==> src/rtl/branch_target_unit.sv <==
// ============================================================================
// Module   : branch_target_unit
// Purpose  : Relative-branch target evaluation with optional page-cross penalty
// Revision : 1.0 - initial release
// ============================================================================
`default_nettype none

module branch_target_unit #(
    parameter int PAGE_PENALTY = 1
) (
    input  logic       clk,
    input  logic       reset,
    input  logic       start,
    input  logic       taken,
    input  logic [7:0] offset,
    input  logic [7:0] PCL_cur,
    input  logic [7:0] PCH_cur,
    output logic [7:0] PCL_in,
    output logic [7:0] PCH_in,
    output logic       load,
    output logic       busy,
    output logic       done,
    output logic       page_cross,
    output logic [1:0] extra_cycles
);

    typedef enum logic [2:0] {
        IDLE      = 3'd0,
        NOT_TAKEN = 3'd1,
        ADD_LO    = 3'd2,
        FIX_HI    = 3'd3,
        LOAD      = 3'd4
    } state_t;

    state_t     r_state;
    state_t     w_state_next;

    logic [7:0] r_offset;
    logic [7:0] r_pcl;
    logic [7:0] r_pch;

    logic [8:0] w_sum;
    logic       w_carry;
    logic       w_cross;
    logic [7:0] w_pch_tgt;

    // Operands stay frozen after capture, so the sum is equally valid in FIX_HI.
    assign w_sum   = {1'b0, r_pcl} + {1'b0, r_offset};
    assign w_carry = w_sum[8];
    assign w_cross = w_carry ^ r_offset[7];

    always_comb begin
        w_pch_tgt = r_pch;
        if (w_carry && !r_offset[7]) begin
            w_pch_tgt = r_pch + 8'd1;
        end else if (!w_carry && r_offset[7]) begin
            w_pch_tgt = r_pch - 8'd1;
        end
    end

    always_ff @(posedge clk or negedge reset) begin
        if (!reset) begin
            r_state <= IDLE;
        end else begin
            r_state <= w_state_next;
        end
    end

    always_comb begin
        w_state_next = r_state;
        load         = 1'b0;
        done         = 1'b0;
        busy         = 1'b1;
        case (r_state)
            IDLE: begin
                busy = 1'b0;
                if (start) begin
                    w_state_next = taken ? ADD_LO : NOT_TAKEN;
                end
            end
            NOT_TAKEN: begin
                done         = 1'b1;
                w_state_next = IDLE;
            end
            ADD_LO: begin
                if (!w_cross || (PAGE_PENALTY == 0)) begin
                    w_state_next = LOAD;
                end else begin
                    w_state_next = FIX_HI;
                end
            end
            FIX_HI: begin
                w_state_next = LOAD;
            end
            LOAD: begin
                load         = 1'b1;
                done         = 1'b1;
                w_state_next = IDLE;
            end
            default: begin
                busy         = 1'b0;
                w_state_next = IDLE;
            end
        endcase
    end

    always_ff @(posedge clk or negedge reset) begin
        if (!reset) begin
            r_offset     <= 8'h00;
            r_pcl        <= 8'h00;
            r_pch        <= 8'h00;
            PCL_in       <= 8'h00;
            PCH_in       <= 8'h00;
            page_cross   <= 1'b0;
            extra_cycles <= 2'd0;
        end else begin
            case (r_state)
                IDLE: begin
                    if (start) begin
                        r_offset <= offset;
                        r_pcl    <= PCL_cur;
                        r_pch    <= PCH_cur;
                        if (!taken) begin
                            page_cross   <= 1'b0;
                            extra_cycles <= 2'd0;
                        end
                    end
                end
                ADD_LO: begin
                    page_cross   <= w_cross;
                    extra_cycles <= w_cross ? 2'd2 : 2'd1;
                    // Target registers only move on the edge that enters LOAD.
                    if (w_state_next == LOAD) begin
                        PCL_in <= w_sum[7:0];
                        PCH_in <= w_pch_tgt;
                    end
                end
                FIX_HI: begin
                    PCL_in <= w_sum[7:0];
                    PCH_in <= w_pch_tgt;
                end
                default: begin
                end
            endcase
        end
    end

endmodule

`default_nettype wire

==> config.mk <==
export PLATFORM = sky130hd
export DESIGN_NAME = branch_target_unit
export DESIGN_NICKNAME = d
export VERILOG_FILES = /design/src/rtl/branch_target_unit.sv
export SDC_FILE = /design/constraint.sdc
export NUM_CORES = 1
export LEC_CHECK = 0
export BUFFER_PORTS_ARGS = -buffer_cell sky130_fd_sc_hd__buf_4
export CORE_ASPECT_RATIO = 1.75
export CORE_UTILIZATION = 40
export CTS_BUF_LIST = sky130_fd_sc_hd__clkbuf_2
export DETAILED_ROUTE_END_ITERATION = 8
export SLEW_MARGIN = 10
export SYNTH_ARGS = -nofsm -noshare
export SYNTH_HDL_FRONTEND = slang
export SYNTH_SLANG_ARGS = --single-unit
==> constraint.sdc <==
create_clock -name clk -period 8.15 [get_ports clk]
set_input_delay 2.445 -clock clk [delete_from_list [all_inputs] [get_ports clk]]
set_output_delay 2.445 -clock clk [all_outputs]
set_load 0.02 [all_outputs]
==> Word level (Yosys, flattened, before mapping) <==
Cells that the tools add are included.
{ "op_classes": {"n_addsub": 3, "n_eq_ne": 8, "n_mux": 20, "n_bitwise": 1, "reduce_logical": 12} }
{ "op_table": {"columns": ["op", "count"], "rows": [
  ["8-bit 2-to-1 mux", 4],
  ["8-bit one-hot mux with 2 select lines", 2],
  ["8-bit by 8-bit adder with 9-bit output", 1],
  ["3-bit one-hot mux with 3 select lines", 1],
  ["8-bit by 1-bit adder with 8-bit output (second input constant)", 1],
  ["2-bit 2-to-1 mux", 4],
  ["8-bit by 1-bit subtractor with 8-bit output (second input constant)", 1],
  ["3-bit by 2-bit == test with 1-bit output (second input constant)", 2],
  ["3-bit == test (second input constant)", 2],
  ["3-bit 2-to-1 mux", 2],
  ["2-bit inequality test (second input constant)", 3],
  ["1-bit 2-to-1 mux", 5],
  ["2-bit one-hot mux with 2 select lines", 1],
  ["2-bit AND reduction", 2],
  ["2-bit nonzero test", 2],
  ["4-bit OR reduction", 1],
  ["3-bit by 1-bit == test with 1-bit output (second input constant)", 1],
  ["3-bit zero test", 1],
  ["3-bit AND reduction", 1],
  ["1-bit logical AND", 2],
  ["1-bit zero test", 2],
  ["1-bit one-hot mux with 2 select lines", 1],
  ["2-bit OR reduction", 1],
  ["1-bit XOR", 1]
]} }
{ "totals": {"reg_bits": 46, "in_bits": 28, "output_inout_bits": 22, "word_cells": 52} }

==> Depth between registers and ports, before layout <==
Gate-level depths: netlist of run 1.
{ "depth": {"ltp_word": 7, "ltp_mapped": 13, "ltp_nobuf": 13} }

==> Worst setup path before layout of run 1 <==
OpenSTA, ideal clock, no wires.
{ "synth_path": {"path_type": "register -> output", "startpoint": "reg r_state[2]", "endpoint": "out load", "t_arrival_ns": 0.969, "required_time_ns": 5.705, "setup_slack_ns": 4.736, "path_stages_with_launch": 3, "path_buffers": 0, "path_cell_list": "dfrtp_1 inv_1 nor3_1"} }
{ "synth_via": {"elab_chain_len": 2} }
{ "synth_lines": {"columns": ["element", "line", "rtl"], "rows": [
  ["from (decl)", "35", "state_t r_state;"],
  ["from (signal assigned)", "65", "r_state <= w_state_next;"],
  ["3-bit == test", "74", "case (r_state)"],
  ["1-bit 2-to-1 mux", "74", null],
  ["to (decl)", "20", "output logic load,"]
]} }
No other way between the ends.

==> Worst setup path after layout of run 1 <==
{ "layout_path": {"startpoint": "reg r_state[1]", "endpoint": "out busy"} }
{ "layout_via": {"elab_chain_len": 3, "word_cells_on_any_way": 6, "cone_classes": "4 x eq/ne; 1 x mux; 1 x reduce/logical"} }
{ "layout_lines": {"columns": ["element", "line", "rtl"], "rows": [
  ["3-bit by 2-bit == test with 1-bit output (tied with other cells)", "74", null],
  ["4-bit OR reduction (no line) (*)", null, null],
  ["1-bit 2-to-1 mux (*)", "74", null],
  ["to (decl)", "21", "output logic busy,"]
]} }
Every way passes the cells marked *; elsewhere a longest branch is shown, timed or not.

==> run summary, run 1 <==
latest clock arrival within the worst-skew pair - 0.41 ns
drt pass-1 iters - 4
Antenna diodes - 0
Lkg Pwr - 1.323 nW
Vias - 1672
DP Cell Count - 332
Routed Antenna Nets - 0
fill count - 543
post-CTS setup buffers - 0
vias in the first global route - 1635
Distinct cells, synth - 44
hold path start - PCL_in[3]$_DFFE_PN0P_
worst-path maximum fanout - 10
final-stage net count - 304
status - completed
fraction of registers with async set/reset - 100.0%
first-pass GRT wire length - 7431 um
share of cells above drive strength 1 - 25.48%
Clock Skew - 0.02680 ns
largest net degree at the start of global routing - 46
synth warn - 0
post-DP HPWL - 3338 um
number of setup violations in the final report - 0
row cnt - 36
Layout Cells excl Fill - 339
Reg area - 1126 sq um
syn_nets - 255
worst stage delay on the critical path - 0.54 ns
number of synthesized flops with an enable pin - 0
Syn Area/Cell - 10.90 sq um
hold buffer count at CTS - 0
routed length per instance - 12.77 um
Multi-input gate area - 1121 sq um
max cap viols - 0
Tcrit/Tclk final - 47.11%
switching share of power - 43.39%
WHS Path Cells - 2
total track usage - 16.11%
via/cell ratio - 4.932
final instance area - 2811 sq um
CTS clock-pin slew for the worst setup and hold paths - 0.21 ns
RR Startpoint - r_offset[0]$_DFFE_PN0P_
cell-internal power - 735.6 uW
Post-route DRC - 0
CP max stage cell - dfrtp_1
worst min path class - flip-flop to flip-flop
#FFs+latches synth - 45
Worst Tran Pin Value - 0.9345 ns
CTS Buffer Depth - 2
max_slew headroom - 37.43%
setup TNS - 0 ns
Peak VDD IR - 0.2026 mV
Synth Cell Area - 2332 sq um
I/O pin count - 50
Seq/Total Area, Yosys - 48.28%
worst endpoint required time - 5.71 ns
final hold vios - 0
Hold Slack - 0.5096 ns
r2r endpoint - PCL_in[1]$_DFFE_PN0P_
CTS buffer count - 5
R2R Setup Slk - 4.76 ns
Seq pwr share - 32.9%
Sink Count - 45
Total Power - 1.299 mW
CTS tree - built
CTS H-tree lvls - 2
PD cells - 462.2 nW/um^2
Routability Congestion - 0.7372
cell breakdown of the critical path - nor2_1, xnor2_1, buf_4
fmax - 260.5 MHz
Logic pwr share - 58.0%
cells after synthesis - 214
Die ar. - 6152 sq um
GR Overflow Total - 0
synthesis-to-finish area growth - 20.55%
Final Routed Wirelength - 4328 um
share of the core filled with cells - 50.34%
hold endpoint - PCL_in[3]$_DFFE_PN0P_
die height - 103.0 um
IO Port Bufs - 49
WP data arrival - 1.39 ns
# resized after CTS - 0
r2r worst-path depth - 12
Clock Power Share - 9.2%
Top FF cell, synth - dfrtp_1
RSZ-0062 raised after global routing - no
dpl ws - 4.583 ns
1st-iter DRT viols - 52
CP Capture Type - output port
Post-Place Cell Area - 2751 sq um
switching power - 563.8 uW
root buffer cell - clkbuf_2
die width - 59.72 um
startpoint types - flip-flop
initial core utilization - 41.76%
initial antenna violation count - 0
total core area - 5585 sq um
WS Path Type - flip-flop to output port
worst setup margin - 4.311 ns
Slew Limit Fails - 0
post-route minimum period - 3.839 ns
## critical path: cells and delay by family (launching register included)
kind / cells / cell delay (ns)
buffers and inverters: 1 / 0.16
AND/OR/NAND/NOR: 1 / 0.16
XOR/XNOR: 1 / 0.14
flip-flops: 1 / 0.54
## flip-flops by register name, indices dropped and copies added (netlist names)
register and count:
page_cross 1, PCH_in 8, extra_cycles 1, r_state 3, PCL_in 8, r_offset 8, r_pcl 8, r_pch 8
## synthesized netlist by cell type, types with 2 or more instances
| master | instances | area (sq um) |
|---|---|---|
| dfrtp_1 | 45 | 1126 |
| inv_1 | 7 | 26.28 |
| xor2_1 | 4 | 35.03 |
| o22ai_1 | 2 | 12.51 |
| buf_4 | 2 | 15.01 |
| clkbuf_1 | 3 | 11.26 |
| nor3_1 | 7 | 35.03 |
| mux2_1 | 21 | 236.5 |
| nand2b_1 | 4 | 25.02 |
| o31ai_1 | 3 | 22.52 |
| o21a_1 | 2 | 15.01 |
| o21ai_1 | 10 | 50.05 |
| xnor2_1 | 7 | 61.31 |
| nor2_1 | 6 | 22.52 |
| buf_6 | 3 | 33.78 |
| nor2b_1 | 3 | 18.77 |
| o21ai_0 | 11 | 55.05 |
| nand2_1 | 29 | 108.9 |
| ha_1 | 12 | 150.1 |
| a21oi_1 | 9 | 45.04 |
## routing by layer
layer | wire length, um | global-route usage, % | up-vias
li1 | - | - | 845
met5 | 0 | 0 | -
met3 | 180 | 3.137 | 7
met4 | 111 | 7.871 | 0
met1 | 1639 | 17.96 | 783
met2 | 2397 | 28.46 | 37
## area by class of cell
cell class	count	share of cell area (%)
flip-flops and latches	45	40.05
multi-input cells	153	39.88
repair buffers	51	13.62
clock inverters	2	1.246
inverters	7	0.9346
clock buffers	5	0.8901
well taps	76	3.382
## placed cells by master (no fill, tap or decap), types with 2 or more instances in the layout
cell,instances
nor2b_1,3
inv_1,7
buf_4,51
nand2_1,29
o22ai_1,2
o21ai_1,10
ha_1,12
xor2_1,4
o21a_1,2
a21oi_1,9
o31ai_1,3
mux2_1,21
nor3_1,7
clkbuf_2,5
nor2_1,6
xnor2_1,7
nand2b_1,4
dfrtp_1,45
o21ai_0,11
## worst max-delay path by stage
| stage | startpoint | to | slack (ns) | cells after the start |
|---|---|---|---|---|
| after floorplan | r_state[2]$_DFF_PN0_ | load | 4.74 | 2 |
| after global placement | start | r_pcl[0]$_DFFE_PN0P_ | 4.59 | 4 |
| after detailed placement | start | r_pch[2]$_DFFE_PN0P_ | 4.58 | 4 |
| after CTS | r_state[1]$_DFF_PN0_ | busy | 4.27 | 3 |
| after global routing | r_state[1]$_DFF_PN0_ | busy | 4.21 | 3 |
| final | r_state[1]$_DFF_PN0_ | busy | 4.31 | 3 |
## power groups by stage
stage               clock, mW  combinational (mW)  sequential, mW
floorplan                   0               0.538           0.457
global placement            0               0.755           0.434
detailed placement          0               0.763           0.436
CTS                     0.124               0.765           0.429
global route            0.132               0.859           0.446
finish                  0.119               0.754           0.427
## cells by family after synthesis
kind of cell    Yosys count  share of synthesized area (%)
fa+ha+maj                13                          7.296
simple gates             62                          14.11
mux                      22                          10.62
xor+xnor                 11                          4.131
flops                    45                          48.28
buf+inv                  16                          3.916
compound gates           45                          11.64
(Power assumes the default switching activity.)
==> run 2, diff against run 1 <==
- ABC_AREA: default -> 1
- clock period: 8.15 -> 3.3 ns (I/O delays scaled with it)
==> run 2 against run 1 <==
  * Sequential share of layout area shrank 1.0 points
  * First-iteration DRC count shrank 25%
  * Non-clock buffer count shrank 2
  * Design area grew 2.6%
  * Synthesized area grew 4.9%
  * Utilization shrank 1.3 points
  * Synthesized cell count grew 24%
  * Sequential cell count is the same
  * Wire length grew 7.9%
  * Critical path depth grew 9
  * Clock-buffer cell count is the same
==> run summary, run 2 <==
top-count cell post-synth - nand2_1
top post-synthesis cells by area - dfrtp_1 46%, nand2_1 9.7%, mux2_4 8.6%, ha_1 6.1%, nand3_1 4.5%
top cell type's share of synthesized area - 46.04% (-2.2 points)
Final Routed Wirelength - 4668 um (+7.9%)
CP Capture Type - flip-flop
Commonest cells post-synth - 63 x nand2_1, 45 x dfrtp_1, 25 x inv_1, 22 x nand3_1, 22 x nor2_1
CTS H-tree lvls - 2 (unchanged)
Post-route DRC - 0 (unchanged)
Synth Cell Area - 2446 sq um (+4.9%)
CTS tree - built
setup TNS - 0 ns (unchanged)
WHS Path Cells - 2 (unchanged)
most common cell after layout, fill and taps aside - nand2_1
row cnt - 37 (+2.8%)
1st-iter DRT viols - 39 (-25%)
# resized after CTS - 0 (unchanged)
via/cell ratio - 4.781 (-3.1%)
Distinct cells, synth - 30 (-32%)
die height - 105.5 um (+2.4%)
syn_nets - 306 (+20%)
share of cells above drive strength 1 - 27.07% (+1.6 points)
status - completed
worst min path class - flip-flop to flip-flop
drt pass-1 iters - 4 (unchanged)
worst stage delay on the critical path - 0.44 ns (-0.10 ns)
Top FF cell, synth - dfrtp_1
Routability Congestion - 0.7684 (+4.2%)
hold buffer count at CTS - 0 (unchanged)
commonest non-fill, non-tap cells in the layout - 63 x nand2_1, 49 x buf_4, 45 x dfrtp_1
Routed Antenna Nets - 0 (unchanged)
Lkg Pwr - 1.538 nW (+16%)
RSZ-0062 raised after global routing - no
CTS buffer count - 5 (unchanged)
cell-internal power - 1.722 mW (+130%)
Seq pwr share - 32.5% (-0.4 points)
CTS Buffer Depth - 2 (unchanged)
met3 wire len - 139 um (-23%)
Clock Power Share - 7.1% (-2.1 points)
worst endpoint required time - 3.62 ns (-2.09 ns)
Antenna diodes - 0 (unchanged)
top sig layer - met4
GR Overflow Total - 0 (unchanged)
max cap viols - 0 (unchanged)
number of synthesized flops with an enable pin - 0 (unchanged)
initial antenna violation count - 0 (unchanged)
die width - 61.12 um (+2.3%)
Logic pwr share - 60.4% (+2.4 points)
WS Path Type - flip-flop to flip-flop
Total Power - 3.212 mW (+150%)
Slew Limit Fails - 0 (unchanged)
number of setup violations in the final report - 0 (unchanged)
Die ar. - 6445 sq um (+4.8%)
first-pass GRT wire length - 8059 um (+8.5%)
switching share of power - 46.38% (+3.0 points)
Peak VDD IR - 0.4320 mV (+110%)
detailed route wirelength on metal2 - 2584 um (+7.8%)
Tcrit/Tclk final - 83.08%
CP max stage cell - dfrtp_1
post-CTS setup buffers - 0 (unchanged)
total track usage - 16.64% (+0.52 points)
max_slew headroom - 63.11% (+26 points)
r2r worst-path depth - 12 (unchanged)
synth warn - 0 (unchanged)
latest clock arrival within the worst-skew pair - 0.41 ns (about the same)
worst-path maximum fanout - 22 (+12)
Hold Slack - 0.5160 ns (+0.006332 ns)
I/O pin count - 50 (unchanged)
Clock Skew - 0.03302 ns (+0.006224 ns)
synthesis-to-finish area growth - 17.90%
wire length on met1 - 1892 um (+15%)
cells after synthesis - 265 (+24%)
cell breakdown of the critical path - ha_1, fa_1, nand3_1, nand2_1, a21oi_1, inv_1, ha_1, inv_1, a21oi_4, inv_2, nand2_1, o21ai_2
Post-Place Cell Area - 2841 sq um (+3.3%)
largest net degree at the start of global routing - 46 (unchanged)
Vias - 1874 (+12%)
WP data arrival - 3.06 ns (+1.67 ns)
post-route minimum period - 2.742 ns
IO Port Bufs - 49 (unchanged)
CTS clock-pin slew for the worst setup and hold paths - 0.24 ns (+0.03 ns)
fmax - 364.8 MHz
post-DP HPWL - 3484 um (+4.4%)
post-synth top area cell - dfrtp_1
root buffer cell - clkbuf_2
fraction of registers with async set/reset - 100.0% (unchanged)
Worst Tran Pin Value - 0.5534 ns (-0.3811 ns)
switching power - 1.490 mW (+160%)
routed length per instance - 11.91 um (-6.7%)
initial core utilization - 41.60% (-0.15 points)
Seq/Total Area, Yosys - 46.04% (-2.2 points)
startpoint types - flip-flop
Sink Count - 45 (unchanged)
final-stage net count - 354 (+16%)
PD cells - 1114 nW/um^2 (+140%)
share of the core filled with cells - 49.05% (-1.3 points)
vias in the first global route - 1878 (+15%)
#FFs+latches synth - 45 (unchanged)
Syn Area/Cell - 9.231 sq um (-15%)
final instance area - 2884 sq um (+2.6%)
final hold vios - 0 (unchanged)
total core area - 5879 sq um (+5.3%)
[run 2: cells by family (layout without fill, tap and decap cells)]
group | Yosys count | count (layout) | share of synthesized area [%]
buffers and inverters | 37 | 86 | 7.314
AOI/OAI and AO/OA | 32 | 32 | 7.980
DFF | 45 | 45 | 46.04
muxes | 16 | 16 | 9.514
xor gates and xnor gates | 5 | 5 | 1.791
and+or+nand+nor | 117 | 117 | 20.41
adders and majority gates | 13 | 13 | 6.956
[run 2: routing by layer]
layer,vias up,track usage (%)
met5,-,0
met4,0,5.844
met3,5,3.558
met2,39,29.74
met1,871,18.37
li1,959,-
[run 2: through the flow]
stage	std cells	worst slack [ns]
after floorplan	265	0.9971
after global placement	384	0.6033
after detailed placement	384	0.5325
after CTS	392	0.5117
after global routing	392	0.3129
final	392	0.5585
[run 2: path summary, 6_finish.rpt]
check / slack [ns] / start / end
hold / removal: 0.52 / PCH_in[4]$_DFFE_PN0P_ / PCH_in[4]$_DFFE_PN0P_
setup / recovery: 0.56 / r_offset[0]$_DFFE_PN0P_ / PCH_in[0]$_DFFE_PN0P_
setup reg to reg: 0.56 / r_offset[0]$_DFFE_PN0P_ / PCH_in[0]$_DFFE_PN0P_
hold reg to reg: 0.52 / PCH_in[4]$_DFFE_PN0P_ / PCH_in[4]$_DFFE_PN0P_
max in group asynchronous: 2.38 / reset / PCL_in[5]$_DFFE_PN0P_
min in group asynchronous: 0.53 / reset / r_offset[6]$_DFFE_PN0P_
[run 2: power groups by stage]
stage	combinational (mW)	clock (mW)	sequential, mW
after floorplan	1.42	0	1.13
after global placement	1.93	0	1.05
after detailed placement	1.96	0	1.06
after CTS	1.97	0.246	1.05
after global routing	2.20	0.272	1.08
final	1.94	0.227	1.04
[run 2: area by class of cell]
type,instances,area [sq um]
inverters,29,108.9
fillers,593,2995
flip-flops and latches,45,1126
multi-input cells,183,1141
repair buffers,49,367.9
well taps,78,97.59
clock inverters,3,17.52
clock buffers,5,25.02
[run 2: worst max-delay path, delay by kind of cell (launching register included)]
family / cells / cell delay (ns)
buffers and inverters: 3 / 0.40
AND/OR/NAND/NOR: 3 / 0.33
flip-flops: 1 / 0.44
AO/OA/AOI/OAI: 3 / 0.56
adder cells (fa/ha/maj): 3 / 0.93
